File: src/rtl/discus_dbg_pkg.sv
// -----------------------------------------------------------------------------
// discus_dbg_pkg
// Definitions shared by the discus debug path: the SPI command decoder and the
// CPU run controller.
//   - OP_* : 3-bit command opcodes carried on cmd_op
//   - dbg_state_e : run-controller state, also visible on the 'state' port
// -----------------------------------------------------------------------------
package discus_dbg_pkg;

  localparam logic [2:0] OP_NOP         = 3'd0;
  localparam logic [2:0] OP_HALT        = 3'd1;
  localparam logic [2:0] OP_RUN         = 3'd2;
  localparam logic [2:0] OP_STEP        = 3'd3;
  localparam logic [2:0] OP_SET_BP      = 3'd4;
  localparam logic [2:0] OP_CLR_BP      = 3'd5;
  localparam logic [2:0] OP_RESET_CPU   = 3'd6;
  localparam logic [2:0] OP_CLEAR_COUNT = 3'd7;

  typedef enum logic [1:0] {
    ST_RESET_HOLD = 2'd0,
    ST_HALTED     = 2'd1,
    ST_RUNNING    = 2'd2,
    ST_STEPPING   = 2'd3
  } dbg_state_e;

  // An 8-bit step argument of zero stands for 256 steps.
  function automatic logic [8:0] step_count(input logic [7:0] arg);
    return (arg == 8'd0) ? 9'd256 : {1'b0, arg};
  endfunction

endpackage

File: src/rtl/cpu_run_ctrl_sat_counter.sv
// -----------------------------------------------------------------------------
// sat_counter
// W-bit up counter that sticks at all-ones. A clear wins over an increment
// in the same cycle.
// Ports:
//   i_clk   : clock
//   i_rst   : asynchronous active-high reset (count -> 0)
//   i_clr   : synchronous clear
//   i_en    : count enable
//   o_count : current count
// -----------------------------------------------------------------------------
module sat_counter #(
  parameter int W = 16
) (
  input  logic         i_clk,
  input  logic         i_rst,
  input  logic         i_clr,
  input  logic         i_en,
  output logic [W-1:0] o_count
);

  logic [W-1:0] r_count;
  logic         w_full;

  assign w_full  = &r_count;
  assign o_count = r_count;

  always_ff @(posedge i_clk or posedge i_rst) begin
    if (i_rst) begin
      r_count <= '0;
    end else if (i_clr) begin
      r_count <= '0;
    end else if (i_en && !w_full) begin
      r_count <= r_count + 1'b1;
    end
  end

endmodule

File: src/rtl/cpu_run_ctrl.sv
// -----------------------------------------------------------------------------
// cpu_run_ctrl
// Debug run controller for the discus CPU. Gates CPU execution through a
// clock-enable and sequences CPU reset, halt, free run and N-cycle stepping,
// with one PC breakpoint and a saturating count of enabled cycles.
// Ports:
//   clk, reset        : clock, asynchronous active-high reset
//   cmd_valid/ready   : command handshake (transfer when both high)
//   cmd_op, cmd_arg   : opcode (discus_dbg_pkg::OP_*) and 8-bit argument
//   fetch_PC          : PC the CPU fetches on its next enabled cycle
//   cpu_en            : CPU clock-enable (combinational)
//   cpu_reset         : reset to the CPU
//   halted            : state == HALTED
//   bp_hit            : sticky, set when the breakpoint stops execution
//   cycle_count       : saturating count of cpu_en cycles
//   state             : current dbg_state_e encoding
// -----------------------------------------------------------------------------
module cpu_run_ctrl
  import discus_dbg_pkg::*;
#(
  parameter int RESET_CYCLES = 4,
  parameter int PC_W         = 8,
  parameter int CNT_W        = 16
) (
  input  logic             clk,
  input  logic             reset,
  input  logic             cmd_valid,
  output logic             cmd_ready,
  input  logic [2:0]       cmd_op,
  input  logic [7:0]       cmd_arg,
  input  logic [PC_W-1:0]  fetch_PC,
  output logic             cpu_en,
  output logic             cpu_reset,
  output logic             halted,
  output logic             bp_hit,
  output logic [CNT_W-1:0] cycle_count,
  output logic [1:0]       state
);

  localparam logic [7:0] HOLD_INIT = 8'(RESET_CYCLES);

  dbg_state_e      r_state;
  logic [7:0]      r_hold;
  logic [8:0]      r_step;
  logic            r_skip;
  logic            r_bp_valid;
  logic [PC_W-1:0] r_bp_addr;
  logic            r_bp_hit;

  logic w_cmd_ready;
  logic w_accept;
  logic w_active;
  logic w_bp_match;
  logic w_cpu_en;
  logic w_op_halt;
  logic w_op_run;
  logic w_op_step;
  logic w_op_set_bp;
  logic w_op_clr_bp;
  logic w_op_reset_cpu;
  logic w_op_clear_count;

  assign w_cmd_ready = (r_state != ST_RESET_HOLD);
  assign w_accept    = cmd_valid && w_cmd_ready;

  assign w_op_halt        = w_accept && (cmd_op == OP_HALT);
  assign w_op_run         = w_accept && (cmd_op == OP_RUN);
  assign w_op_step        = w_accept && (cmd_op == OP_STEP);
  assign w_op_set_bp      = w_accept && (cmd_op == OP_SET_BP);
  assign w_op_clr_bp      = w_accept && (cmd_op == OP_CLR_BP);
  assign w_op_reset_cpu   = w_accept && (cmd_op == OP_RESET_CPU);
  assign w_op_clear_count = w_accept && (cmd_op == OP_CLEAR_COUNT);

  assign w_active = (r_state == ST_RUNNING) || (r_state == ST_STEPPING);

  // The skip flag masks the breakpoint for the first enabled cycle after a
  // resume, so restarting from a breakpoint executes that instruction once.
  assign w_bp_match = r_bp_valid && (fetch_PC == r_bp_addr) && !r_skip;

  // The CPU is held off in the very cycle the breakpoint address is fetched,
  // so the instruction at bp_addr is not executed.
  assign w_cpu_en = w_active && !w_bp_match;

  assign cmd_ready = w_cmd_ready;
  assign cpu_en    = w_cpu_en;
  assign cpu_reset = (r_state == ST_RESET_HOLD);
  assign halted    = (r_state == ST_HALTED);
  assign bp_hit    = r_bp_hit;
  assign state     = r_state;

  always_ff @(posedge clk or posedge reset) begin
    if (reset) begin
      r_state    <= ST_RESET_HOLD;
      r_hold     <= HOLD_INIT;
      r_step     <= '0;
      r_skip     <= 1'b0;
      r_bp_valid <= 1'b0;
      r_bp_addr  <= '0;
      r_bp_hit   <= 1'b0;
    end else begin
      // Breakpoint register updates land after this cycle's compare.
      if (w_op_set_bp) begin
        r_bp_addr  <= PC_W'(cmd_arg);
        r_bp_valid <= 1'b1;
      end else if (w_op_clr_bp) begin
        r_bp_valid <= 1'b0;
      end

      if (w_cpu_en) begin
        r_skip <= 1'b0;
      end

      if ((r_state == ST_STEPPING) && w_cpu_en) begin
        r_step <= r_step - 9'd1;
      end

      case (r_state)
        ST_RESET_HOLD: begin
          if (r_hold <= 8'd1) begin
            r_state <= ST_HALTED;
          end else begin
            r_hold <= r_hold - 8'd1;
          end
        end

        ST_HALTED: begin
          if (w_op_run) begin
            r_state  <= ST_RUNNING;
            r_bp_hit <= 1'b0;
            r_skip   <= 1'b1;
          end else if (w_op_step) begin
            r_state  <= ST_STEPPING;
            r_step   <= step_count(cmd_arg);
            r_bp_hit <= 1'b0;
            r_skip   <= 1'b1;
          end else if (w_op_reset_cpu) begin
            r_state <= ST_RESET_HOLD;
            r_hold  <= HOLD_INIT;
          end
        end

        ST_RUNNING, ST_STEPPING: begin
          // An accepted HALT or RESET_CPU decides the next state even when
          // the breakpoint matches; only HALT still records the hit.
          if (w_op_halt) begin
            r_state <= ST_HALTED;
            if (w_bp_match) begin
              r_bp_hit <= 1'b1;
            end
          end else if (w_op_reset_cpu) begin
            r_state <= ST_RESET_HOLD;
            r_hold  <= HOLD_INIT;
          end else if (w_bp_match) begin
            r_state  <= ST_HALTED;
            r_bp_hit <= 1'b1;
          end else if ((r_state == ST_STEPPING) && (r_step == 9'd1)) begin
            // Last step: cpu_en is high this cycle, halted from the next.
            r_state <= ST_HALTED;
          end
        end

        default: begin
          r_state <= ST_RESET_HOLD;
          r_hold  <= HOLD_INIT;
        end
      endcase
    end
  end

  sat_counter #(
    .W(CNT_W)
  ) u_cycle_cnt (
    .i_clk   (clk),
    .i_rst   (reset),
    .i_clr   (w_op_clear_count),
    .i_en    (w_cpu_en),
    .o_count (cycle_count)
  );

endmodule

File: config.mk
export PLATFORM = sky130hd
export DESIGN_NAME = cpu_run_ctrl
export DESIGN_NICKNAME = d
export VERILOG_FILES = /design/src/rtl/discus_dbg_pkg.sv /design/src/rtl/cpu_run_ctrl_sat_counter.sv /design/src/rtl/cpu_run_ctrl.sv
export SDC_FILE = /design/constraint.sdc
export NUM_CORES = 1
export LEC_CHECK = 0
export CAP_MARGIN = 20
export CORE_MARGIN = 1.5
export CORE_UTILIZATION = 57
export CTS_CLUSTER_SIZE = 28
export DETAILED_ROUTE_END_ITERATION = 10
export PLACE_DENSITY = 0.85
export SLEW_MARGIN = 20
export SYNTH_ARGS = -nofsm -noshare
export SYNTH_HDL_FRONTEND = slang
export SYNTH_SLANG_ARGS = --single-unit
File: constraint.sdc
create_clock -name clk -period 3.4 [get_ports clk]
set_input_delay 0.68 -clock clk [delete_from_list [all_inputs] [get_ports clk]]
set_output_delay 0.68 -clock clk [all_outputs]
set_load 0.02 [all_outputs]
### After elaboration in Yosys (flattened, before gate mapping)

Cells that the tools add are included.
W data, S select, Z words.

| storage, ports and cells | value |
|---|---|
| register bits | 46 |
| bits of input ports | 22 |
| output and inout bits | 23 |
| logic and storage cells | 96 |

| cells by class | value |
|---|---|
| $add $sub $neg | 3 |
| order comparisons | 1 |
| equal/unequal tests | 21 |
| multiplexer cells | 34 |
| reductions and logical operators | 29 |

Operators by type and width:

| kind | count |
|---|---|
| $mux W9 | 5 |
| $mux W8 | 5 |
| $mux W16 | 2 |
| $pmux W8 S3 | 1 |
| $add A16 B1 Y16 const B | 1 |
| $mux W2 | 8 |
| $reduce_and A16 Y1 | 1 |
| $logic_and A1 B1 Y1 | 14 |
| $eq A3 B3 Y1 const B | 4 |
| $mux W1 | 11 |
| $eq A9 B1 Y1 const B | 1 |
| $sub A9 B1 Y9 const B | 1 |
| $eq A8 B8 Y1 | 1 |
| $le A8 B1 Y1 const B | 1 |
| $logic_not A8 Y1 | 1 |
| $ne A2 B2 Y1 const B | 4 |
| $reduce_bool A2 Y1 | 4 |
| $sub A8 B1 Y8 const B | 1 |
| $eq A3 B2 Y1 const B | 2 |
| $pmux W2 S3 | 1 |
| $reduce_and A3 Y1 | 2 |
| $ne A5 B5 Y1 const B | 1 |
| $eq A2 B2 Y1 const B | 2 |
| $ne A4 B1 Y1 const B | 1 |
| other kinds (11) | 13 |

### Logic depth before layout (Yosys ltp)

Gate-level depths: netlist of run 1.

| depth | value |
|---|---|
| depth in word-level cells | 10 |
| depth in mapped cells | 7 |

### Cells and area by module

From an unflattened synthesis of run 1, not the netlist that was laid out.

| second synthesis, totals | value |
|---|---|
| cell total of the unflattened synthesis | 289 |
| area, all modules | 2,728.9 um^2 |

By module, submodules not included:

| module | instances | cells each | area an instance (um^2) | sequential area each (um^2) |
|---|---|---|---|---|
| cpu_run_ctrl | 1 | 185 | 1,806.7 | 752.0 |
| sat_counter | 1 | 104 | 922.1 | 400.4 |

### Worst setup path before layout of run 1

Ideal clock, no wire load.

| path | value |
|---|---|
| kind | input -> output |
| start | input port fetch_PC[1] |
| end | output port cpu_en |
| data arrival time | 1.712 ns |
| data required time | 2.720 ns |
| path slack | 1.008 ns |
| stages | 5 |
| path buffers | 1 |
| cell sequence | xor2_1 -> nor4_2 -> a31o_1 -> buf_4 -> inv_1 |

| on the way | value |
|---|---|
| longest elaborated chain between the ends | 5 |

Ends and longest elaborated chain:

| what | RTL line | RTL |
|---|---|---|
| from (decl) | cpu_run_ctrl.sv:31 | `input logic [PC_W-1:0] fetch_PC,` |
| $eq A8 B8 Y1 | cpu_run_ctrl.sv:78 | `assign w_bp_match = r_bp_valid && (fetch_PC == r_bp_addr) && !r_skip;` |
| $logic_and A1 B1 Y1 (2 in a row) | cpu_run_ctrl.sv:78 |  |
| $logic_not A1 Y1 | cpu_run_ctrl.sv:82 | `assign w_cpu_en = w_active && !w_bp_match;` |
| $logic_and A1 B1 Y1 | cpu_run_ctrl.sv:82 |  |
| to (decl) | cpu_run_ctrl.sv:32 | `output logic cpu_en,` |

No other way between the ends.

### Worst setup path in the final report of run 1

| path | value |
|---|---|
| start | input port fetch_PC[5] |
| end | output port cpu_en |

The elaborated chain is that of the path after synthesis.

==> results of run 1 <==
==> where the power goes <==
group          internal, mW  total (mW)  switching, mW
Combinational         0.535        1.15          0.616
Sequential            0.777        1.02          0.243
Clock                 0.166       0.351          0.185
Total                  1.48        2.52           1.04
==> final cells by class <==
class,count,area (um2)
fill,341,1199
sequential,46,1152
multi-input combinational,215,1419
tap,52,65.06
inverter,11,41.29
clock buffer,8,90.09
timing repair buffer,49,478.0
==> cell usage after synthesis (2+ instances only) <==
| library cell | n |
|---|---|
| a21oi_1 | 15 |
| a31o_1 | 2 |
| a31oi_1 | 5 |
| and3_1 | 6 |
| buf_4 | 2 |
| buf_6 | 2 |
| clkbuf_1 | 5 |
| dfrtp_1 | 45 |
| ha_1 | 5 |
| inv_1 | 11 |
| mux2_2 | 8 |
| nand2_1 | 20 |
| nand2b_1 | 3 |
| nand3_1 | 17 |
| nand4_1 | 5 |
| nand4b_1 | 2 |
| nor2_1 | 20 |
| nor3_1 | 6 |
| nor4_1 | 7 |
| o211ai_1 | 4 |
| o21a_1 | 2 |
| o21ai_0 | 10 |
| o21ai_1 | 2 |
| o311a_1 | 2 |
| o311ai_0 | 2 |
| o31ai_1 | 10 |
| or2_1 | 2 |
| or2_2 | 4 |
| or3_1 | 10 |
| or4_1 | 9 |
| xnor2_1 | 2 |
| xor2_1 | 13 |
==> sequential cells by signal, summed over array words and instances (netlist names) <==
signal / flops
r_bp_addr: 8
bp_hit: 1
r_skip: 1
r_hold: 8
state: 2
r_bp_valid: 1
r_step: 9
u_cycle_cnt.o_count: 16
==> how the worst max path moves through the flow <==
| stage | start | endpoint | slack, ns | depth (start not counted) |
|---|---|---|---|---|
| floorplan | fetch_PC[1] | cpu_en | 1.01 | 5 |
| global route | fetch_PC[6] | cpu_en | 0.02 | 6 |
| global placement | fetch_PC[5] | cpu_en | 0.27 | 6 |
| finish | fetch_PC[5] | cpu_en | 0.14 | 6 |
| CTS | fetch_PC[5] | cpu_en | 0.17 | 6 |
| detailed placement | fetch_PC[5] | cpu_en | 0.23 | 6 |
==> cell families after synthesis <==
kind of cell    share of synthesized area, %
compound gates                         15.54
xor+xnor                               4.914
fa+ha+maj                              2.340
buf+inv                                3.837
flops                                  43.10
mux                                    3.744
simple gates                           26.53
==> per-layer routing <==
layer  track usage, %  up-vias  routed length, um  share of wire [%]
met2            43.61       57               3113                 51
met5                0        -                  0                  0
met4            9.015        0                 89                1.5
li1                 -     1151                  -                  -
met1            32.26     1151               2678                 44
met3            5.485        8                211                3.5
==> stage by stage <==
| step | utilization, % | power [mW] | hold slack, ns | instance area (um2) | setup slack [ns] |
|---|---|---|---|---|---|
| floorplan | - | 1.752 | 0.4451 | 2674 | 1.008 |
| global placement | 71.00 | 2.115 | 0.4625 | 3156 | 0.2739 |
| detailed placement | 71.00 | 2.166 | 0.4739 | 3156 | 0.2315 |
| CTS | 73.03 | 2.531 | 0.4924 | 3246 | 0.1676 |
| global route | 73.03 | 2.709 | 0.5255 | 3246 | 0.02403 |
| finish | 73.03 | 2.523 | 0.4910 | 3246 | 0.1381 |
==> out/results.ini, run 1 <==
[status]
status = finished, final reports clean

[critical_path]
r2r-start = u_cycle_cnt.o_count[11]$_DFFE_PP0P_
critPathTopFamily = buffers and inverters
startpoint_type = input port
critPathMostFrequentCell = clkdlybuf4s50_1
timing.rr.end = u_cycle_cnt.o_count[7]$_DFFE_PP0P_
crit_fanout = 4
cp_slowest_stage_delay_ns = 0.54
reg2reg_slack_ns = 1.30
crit_slowest_cell = clkdlybuf4s50_1
cp_num_buf_inv = 3
crit_chain = clkdlybuf4s50_1 -> xor2_1 -> nor3_1 -> a31o_1 -> inv_1 -> clkdlybuf4s50_1
worst-setup-path-type = in2out
cp.arrival_ns = 2.58
endpoint_kind = primary output
critical_path_required_ns = 2.72
reg2regPathDepth = 5

[floorplan]
die_area_um2 = 5111
initial_core_util_pct = 60.16
die_w_um = 71.49
fp.dieH_um = 71.49
core_area_um2 = 4444
rows = 24
io_pins = 45

[global_routing]
antenna_found_initial = 0
grt_first_pass_wirelength_mm = 10.36
grt_max_degree = 47
grt_pass1_vias = 2301
grt-ovfl-total = 0
grt_usage_pct = 25.55

[drt]
postRouteAntennaNets = 0
dr.pass1.iters = 6
wl_mm = 6.091
detail_route.wl_per_cell_um = 15.99
initialDrtViolationCount = 148
vias = 2367
vias_per_cell = 6.213
drc = 0

[pwr]
peakVddDrop_v = 0.0003796
p_per_area_nw_per_um2 = 777.2
leakagePower_nw = 1.319

[cts]
cts_root_buffer = clkbuf_8
cts_resized = 0
clk-insertion-delay-late_ns = 0.31
path_clk_slew_ns = 0.08
clock_path_buffers = 2
cts_buffers = 5
clkSinkCount = 46
tritoncts = yes
cts-htree-levels = 2
hold_buffers = 0
cts_setup_buffers = 0

[sta]
grt_setup_unrepaired = no
drv_slew = 0
worst_slew_pin_slew_ns = 0.6556
setup_viol = 0
slew_headroom_pct = 56.13
hold_viol = 0
fin_crit_sh_pct = 95.94
finalSetupTns_ns = 0
finClkSkew_ns = 0.008844
max_freq_mhz = 306.6
min_period_ns = 3.262

[synth]
syn_area_um2 = 2674
ys_ff_latch = 46
synthFlopType = dfrtp_1
yosys.area.top_type_share_pct = 42.12
ys_types = 56
synthArstFlopShare_pct = 100.0
ys_seq_area_share_pct = 43.10
ys_warn_count = 0
postSynthAreaPerCell_um2 = 9.482
synth_edf_count = 0
synth_area_leaders = dfrtp_1, xor2_1, mux2_2
synth_top_area_cell = dfrtp_1
syn_inst = 282
postSynthNetCount = 309

[worst_hold_path]
min_delay_path_depth = 1
min_from = r_skip$_DFF_PP0_
hold_end = r_skip$_DFF_PP0_
hp-class = reg2reg

[placement]
gp_congestion = 0.7960
dp_cells = 373
port_buffers = 44
hpwl_mm = 4.257

[job]
cap_violations = 0

[layout]
fin_cells = 381
area_growth_pct = 21.39
nets = 355
final_common_cell = dfrtp_1
antenna_cells = 0
final_layout_size_suffix_gt1_share_pct = 9.726
layout_common_cells = dfrtp_1, clkdlybuf4s50_1, nand2_1, nor2_1, nand3_1

Note: power is estimated with default switching activity, not from simulation.
==> inputs of run 2 (changes only) <==
--- a/config.mk
+++ b/config.mk
@@ -10,8 +10,9 @@
 export CORE_UTILIZATION = 57
 export CTS_CLUSTER_SIZE = 28
 export DETAILED_ROUTE_END_ITERATION = 10
+export MAX_ROUTING_LAYER = met4
 export PLACE_DENSITY = 0.85
-export SLEW_MARGIN = 20
+export SLEW_MARGIN = 10
 export SYNTH_ARGS = -nofsm -noshare
 export SYNTH_HDL_FRONTEND = slang
 export SYNTH_SLANG_ARGS = --single-unit
==> constraint.sdc (replaced) <==
create_clock -name clk -period 3.4 [get_ports clk]
set_input_delay 0.68 -clock clk [delete_from_list [all_inputs] [get_ports clk]]
set_output_delay 0.68 -clock clk [all_outputs]
set_load 0.01 [all_outputs]
==> out/results.ini, run 2 (synthesized netlist as in run 1, its figures left out) <==
[sta]
fin_crit_sh_pct = 93.64  ; -2.3 points
min_period_ns = 3.184  ; -0.07804 ns
hold_viol = 0  ; unchanged
slew_headroom_pct = 56.59  ; +0.45 points
fin_hold_ws_ns = 0.4931  ; +0.002118 ns
drv_slew = 0  ; unchanged
setup_viol = 0  ; unchanged
max_freq_mhz = 314.1  ; +2.5%
finalSetupTns_ns = 0  ; unchanged
worst_slew_pin_slew_ns = 0.6411  ; -0.01453 ns
finClkSkew_ns = 0.007465  ; -0.001379 ns
grt_setup_unrepaired = no

[cts]
clk-insertion-delay-late_ns = 0.31  ; about the same
cts_resized = 0  ; unchanged
cts_root_buffer = clkbuf_8
tritoncts = yes
cts_setup_buffers = 0  ; unchanged
cts-htree-levels = 2  ; unchanged
clkSinkCount = 46  ; unchanged
cts_buffers = 5  ; unchanged
clock_path_buffers = 2  ; unchanged
hold_buffers = 0  ; unchanged
path_clk_slew_ns = 0.08  ; about the same

[layout]
layout_common_cells = dfrtp_1, clkdlybuf4s50_1, nand2_1, nor2_1, nand3_1
area_growth_pct = 20.73
antenna_cells = 0  ; unchanged
final_common_cell = dfrtp_1
nets = 354  ; -0.28%
fin_area_um2 = 3228  ; -0.54%
fillers = 331  ; -2.9%
final_layout_size_suffix_gt1_share_pct = 9.146  ; -0.58 points
largest_register_ffs = 16  ; unchanged

[placement]
dpl-instance-area_um2 = 3148  ; -0.24%
hpwl_mm = 4.350  ; +2.2%
port_buffers = 44  ; unchanged
gp_congestion = 0.8339  ; +4.8%

[critical_path]
critPathMostFrequentCell = clkdlybuf4s50_1
r2r-start = u_cycle_cnt.o_count[7]$_DFFE_PP0P_
crit_slowest_cell = clkdlybuf4s50_1
startpoint_type = input port
reg2reg_slack_ns = 1.31  ; about the same
worst-setup-path-type = in2out
crit_chain = clkdlybuf4s50_1 -> xor2_1 -> nor4_2 -> a31o_1 -> inv_1 -> clkdlybuf4s50_1
critical_path_required_ns = 2.72  ; about the same
crit_fanout = 4  ; unchanged
reg2regPathDepth = 5  ; unchanged
cp_slowest_stage_delay_ns = 0.49  ; -0.05 ns
timing.rr.end = u_cycle_cnt.o_count[4]$_DFFE_PP0P_
cp.arrival_ns = 2.50  ; -0.08 ns
endpoint_kind = primary output

[drt]
initialDrtViolationCount = 167  ; +13%
postRouteAntennaNets = 0  ; unchanged
vias = 2361  ; -0.25%
drc = 3  ; +3
detail_route.wl_per_cell_um = 15.82  ; -1.1%
wl_mm = 6.010  ; -1.3%
dr.pass1.iters = 7  ; +1
vias_per_cell = 6.213  ; about the same

[floorplan]
die_w_um = 71.49  ; unchanged
die_area_um2 = 5111  ; unchanged
io_pins = 45  ; unchanged
fp.dieH_um = 71.49  ; unchanged
rows = 24  ; unchanged
core_area_um2 = 4444  ; unchanged
initial_core_util_pct = 60.16  ; unchanged

[worst_hold_path]
min_from = r_skip$_DFF_PP0_
min_delay_path_depth = 1  ; unchanged
hp-class = reg2reg
hold_end = r_skip$_DFF_PP0_

[job]
cap_violations = 0  ; unchanged

[status]
violations = DRC
status = complete, but fails checks

[global_routing]
grt-ovfl-total = 0  ; unchanged
antenna_found_initial = 0  ; unchanged
grt_usage_pct = 25.92  ; +0.37 points
grt_pass1_vias = 2197  ; -4.5%
grt_max_degree = 33  ; -30%
grt_first_pass_wirelength_mm = 10.18  ; -1.8%

[pwr]
p_per_area_nw_per_um2 = 747.0  ; -3.9%
peakVddDrop_v = 0.0004069  ; +7.2%
leakagePower_nw = 1.307  ; -0.86%

run 2: cell types whose count changed in the layout (fill, tap and decap cells not counted), sizes merged:
cell / before / now
buf: 5 / 4
run 2: layer usage:
metal	up-vias	global-route usage [%]	part of all wire [%]
met1	1146	33.67	44
met2	56	42.89	51
li1	1153	-	-
met4	0	8.176	0.92
met5	-	-	0
met3	6	2.954	4.1
run 2: worst max-delay path by stage:
stage                 from      to  cells past startpoint
6_report       fetch_PC[1]  cpu_en                      6
4_1_cts        fetch_PC[1]  cpu_en                      6
3_3_place_gp   fetch_PC[1]  cpu_en                      6
3_5_place_dp   fetch_PC[1]  cpu_en                      6
2_1_floorplan  fetch_PC[1]  cpu_en                      5
5_1_grt        fetch_PC[1]  cpu_en                      6
run 2: power breakdown:
group	switching (mW)	internal [mW]	total, mW
Combinational	0.529	0.529	1.06
Sequential	0.244	0.777	1.02
Clock	0.186	0.146	0.332
run 2: final cells by class:
cell class | count | area [um2] | share of cell area [%]
Multi-Input combinational cell | 215 | 1419 | 43.95
Sequential cell | 46 | 1152 | 35.70
Timing Repair Buffer | 48 | 470.5 | 14.57
Clock buffer | 8 | 80.08 | 2.481
Tap cell | 52 | 65.06 | 2.016
Inverter | 11 | 41.29 | 1.279
run 2: worst max-delay path, delay by kind of cell:
kind	cells	cell delay, ns
buffers and inverters	3	0.99
and+or+nand+nor	1	0.44
AOI/OAI and AO/OA	1	0.23
xor gates and xnor gates	1	0.17
run 2: through the flow:
step | util [%] | cells | setup slack, ns | power [mW]
after global placement | 70.83 | 372 | 0.2819 | 2.031
after global routing | 72.64 | 380 | 0.1121 | 2.593
final | 72.64 | 380 | 0.2162 | 2.412
after CTS | 72.64 | 380 | 0.2199 | 2.417
after floorplan | - | 282 | 1.042 | 1.672
after detailed placement | 70.83 | 372 | 0.2375 | 2.078
==> inputs of run 3 (changes only) <==
--- a/config.mk
+++ b/config.mk
@@ -7,11 +7,11 @@
 export LEC_CHECK = 0
 export CAP_MARGIN = 20
 export CORE_MARGIN = 1.5
-export CORE_UTILIZATION = 57
+export CORE_UTILIZATION = 56
 export CTS_CLUSTER_SIZE = 28
 export DETAILED_ROUTE_END_ITERATION = 10
 export MAX_ROUTING_LAYER = met4
-export PLACE_DENSITY = 0.85
+export PLACE_DENSITY = 0.84
 export SLEW_MARGIN = 10
 export SYNTH_ARGS = -nofsm -noshare
 export SYNTH_HDL_FRONTEND = slang
==> out/results.ini, run 3 (synthesized netlist as in run 1, its figures left out) <==
[sta]
max_freq_mhz = 315.5  ; +0.44%
finClkSkew_ns = 0.01090  ; +0.003437 ns
grt_setup_unrepaired = no
fin_hold_ws_ns = 0.4887  ; -0.004384 ns
finalSetupTns_ns = 0  ; unchanged
fin_crit_sh_pct = 93.23  ; -0.41 points
setup_viol = 0  ; unchanged
fin_ws_ns = 0.2302  ; +0.01408 ns
min_period_ns = 3.170  ; -0.01408 ns
slew_headroom_pct = 56.87  ; +0.29 points
drv_slew = 0  ; unchanged
worst_slew_pin_slew_ns = 0.6368  ; -0.004229 ns
hold_viol = 0  ; unchanged

[global_routing]
met1_usage_pct = 33.55  ; -0.12 points
grtUsageMet3_pct = 5.417  ; +2.5 points
grt_usage_pct = 26.28  ; +0.36 points
grt_max_degree = 30  ; -9.1%
grt-ovfl-total = 0  ; unchanged
use_met2_pct = 42.80  ; -0.088 points
antenna_found_initial = 0  ; unchanged
grt_pass1_vias = 2201  ; +0.18%
grt-busiest-layer = met2
grt_first_pass_wirelength_mm = 10.38  ; +2.0%

[critical_path]
timing.rr.end = u_cycle_cnt.o_count[7]$_DFFE_PP0P_
crit_fanout = 4  ; unchanged
reg2reg_slack_ns = 1.28  ; -0.03 ns
cp.arrival_ns = 2.49  ; about the same
startpoint_type = input port
startpoint = fetch_PC[1]
worst-setup-path-type = in2out
reg2regPathDepth = 5  ; unchanged
endpoint_kind = primary output
crit_path_end = cpu_en
r2r-start = u_cycle_cnt.o_count[12]$_DFFE_PP0P_
critical_path_required_ns = 2.72  ; about the same

[layout]
largest_register_ffs = 16  ; unchanged
final_layout_size_suffix_gt1_share_pct = 10.03  ; +0.88 points
layout_common_cells = dfrtp_1, clkdlybuf4s50_1, nand2_1, nor2_1, nand3_1
fin_cells = 381  ; +0.26%
fillers = 348  ; +5.1%
multi_input_area_um2 = 1419  ; unchanged
area_growth_pct = 22.18
fin_area_um2 = 3267  ; +1.2%
nets = 355  ; +0.28%
final_common_cell = dfrtp_1
regArea_um2 = 1152  ; unchanged
antenna_cells = 0  ; unchanged

[drt]
detail_route.wl_per_cell_um = 16.08  ; +1.7%
postRouteAntennaNets = 0  ; unchanged
dr.pass1.iters = 4  ; -3
drc = 0  ; -3
initialDrtViolationCount = 215  ; +29%
vias = 2364  ; +0.13%
vias_per_cell = 6.205  ; -0.14%
wl_mm = 6.128  ; +2.0%

[pwr]
seqPwrFrac_pct = 42.0  ; -0.3 points
p_per_area_nw_per_um2 = 745.6  ; -0.19%
peakVddDrop_v = 0.0003895  ; -4.3%
pwr-share-comb_pct = 43.6  ; -0.3 points
p_int_mw = 1.475  ; +1.5%
leakagePower_nw = 1.329  ; +1.6%
p_clk_share_pct = 14.4  ; +0.6 points
switching_power_mw = 0.9608  ; +0.23%
swShare_pct = 39.44  ; -0.30 points

[placement]
dpl-instance-area_um2 = 3148  ; unchanged
port_buffers = 44  ; unchanged
gp_congestion = 0.8214  ; -1.5%
hpwl_mm = 4.365  ; +0.36%
dp_cells = 372  ; unchanged
dp_slack_ns = 0.2475  ; +0.01007 ns

[floorplan]
initial_core_util_pct = 59.76  ; -0.40 points
core_area_um2 = 4474  ; +0.68%
die_w_um = 72.10  ; +0.85%
fp.dieH_um = 72.10  ; +0.85%
die_area_um2 = 5198  ; +1.7%
rows = 24  ; unchanged
io_pins = 45  ; unchanged

[cts]
cts-htree-levels = 2  ; unchanged
cts_buffers = 5  ; unchanged
clk-insertion-delay-late_ns = 0.31  ; about the same
cts_root_buffer = clkbuf_8
hold_buffers = 0  ; unchanged
cts_resized = 0  ; unchanged
clock_path_buffers = 2  ; unchanged
path_clk_slew_ns = 0.08  ; about the same
clkSinkCount = 46  ; unchanged
cts_setup_buffers = 0  ; unchanged
tritoncts = yes

[status]
status = finished, final reports clean

[worst_hold_path]
hp-class = reg2reg

[job]
cap_violations = 0  ; unchanged

[run 3: final cells by class]
| cell class | count | area share, % |
|---|---|---|
| multi-input combinational | 215 | 43.43 |
| sequential | 46 | 35.27 |
| timing repair buffer | 49 | 15.24 |
| clock buffer | 7 | 2.643 |
| tap | 52 | 1.992 |
| inverter | 11 | 1.264 |
| clock inverter | 1 | 0.1532 |
[run 3: routing by layer]
layer	part of all wire [%]	wire, um
met4	0.69	42
met3	3.4	206
met5	0	0
met2	51	3134
met1	45	2744
[run 3: worst min-delay path by stage]
stage,slack [ns],end,from,depth (start not counted)
3_5_place_dp,0.47,r_skip$_DFF_PP0_,r_skip$_DFF_PP0_,1
6_report,0.49,r_skip$_DFF_PP0_,r_skip$_DFF_PP0_,1
2_1_floorplan,0.45,r_skip$_DFF_PP0_,r_skip$_DFF_PP0_,1
4_1_cts,0.49,r_skip$_DFF_PP0_,r_skip$_DFF_PP0_,1
3_3_place_gp,0.46,r_skip$_DFF_PP0_,r_skip$_DFF_PP0_,1
5_1_grt,0.53,r_skip$_DFF_PP0_,r_skip$_DFF_PP0_,1
[run 3: power by group through the flow]
stage | logic [mW] | registers (mW) | clock network (mW)
after CTS | 1.06 | 1.02 | 0.358
final | 1.06 | 1.02 | 0.351
after global placement | 1.02 | 1.02 | 0
after global routing | 1.18 | 1.06 | 0.382
after floorplan | 0.670 | 1.00 | 0
after detailed placement | 1.05 | 1.03 | 0
[run 3: critical path, stage by stage]
cell and delay (ns):
clkdlybuf4s50_1 0.41, xor2_1 0.16, nor4_2 0.43, a31o_1 0.23, inv_1 0.09, clkdlybuf4s50_1 0.49
[run 3: through the flow]
step / total power [mW] / util, %
after floorplan: 1.672 / -
after global placement: 2.032 / 70.36
after detailed placement: 2.082 / 70.36
after CTS: 2.436 / 72.40
after global routing: 2.626 / 73.01
final: 2.436 / 73.01
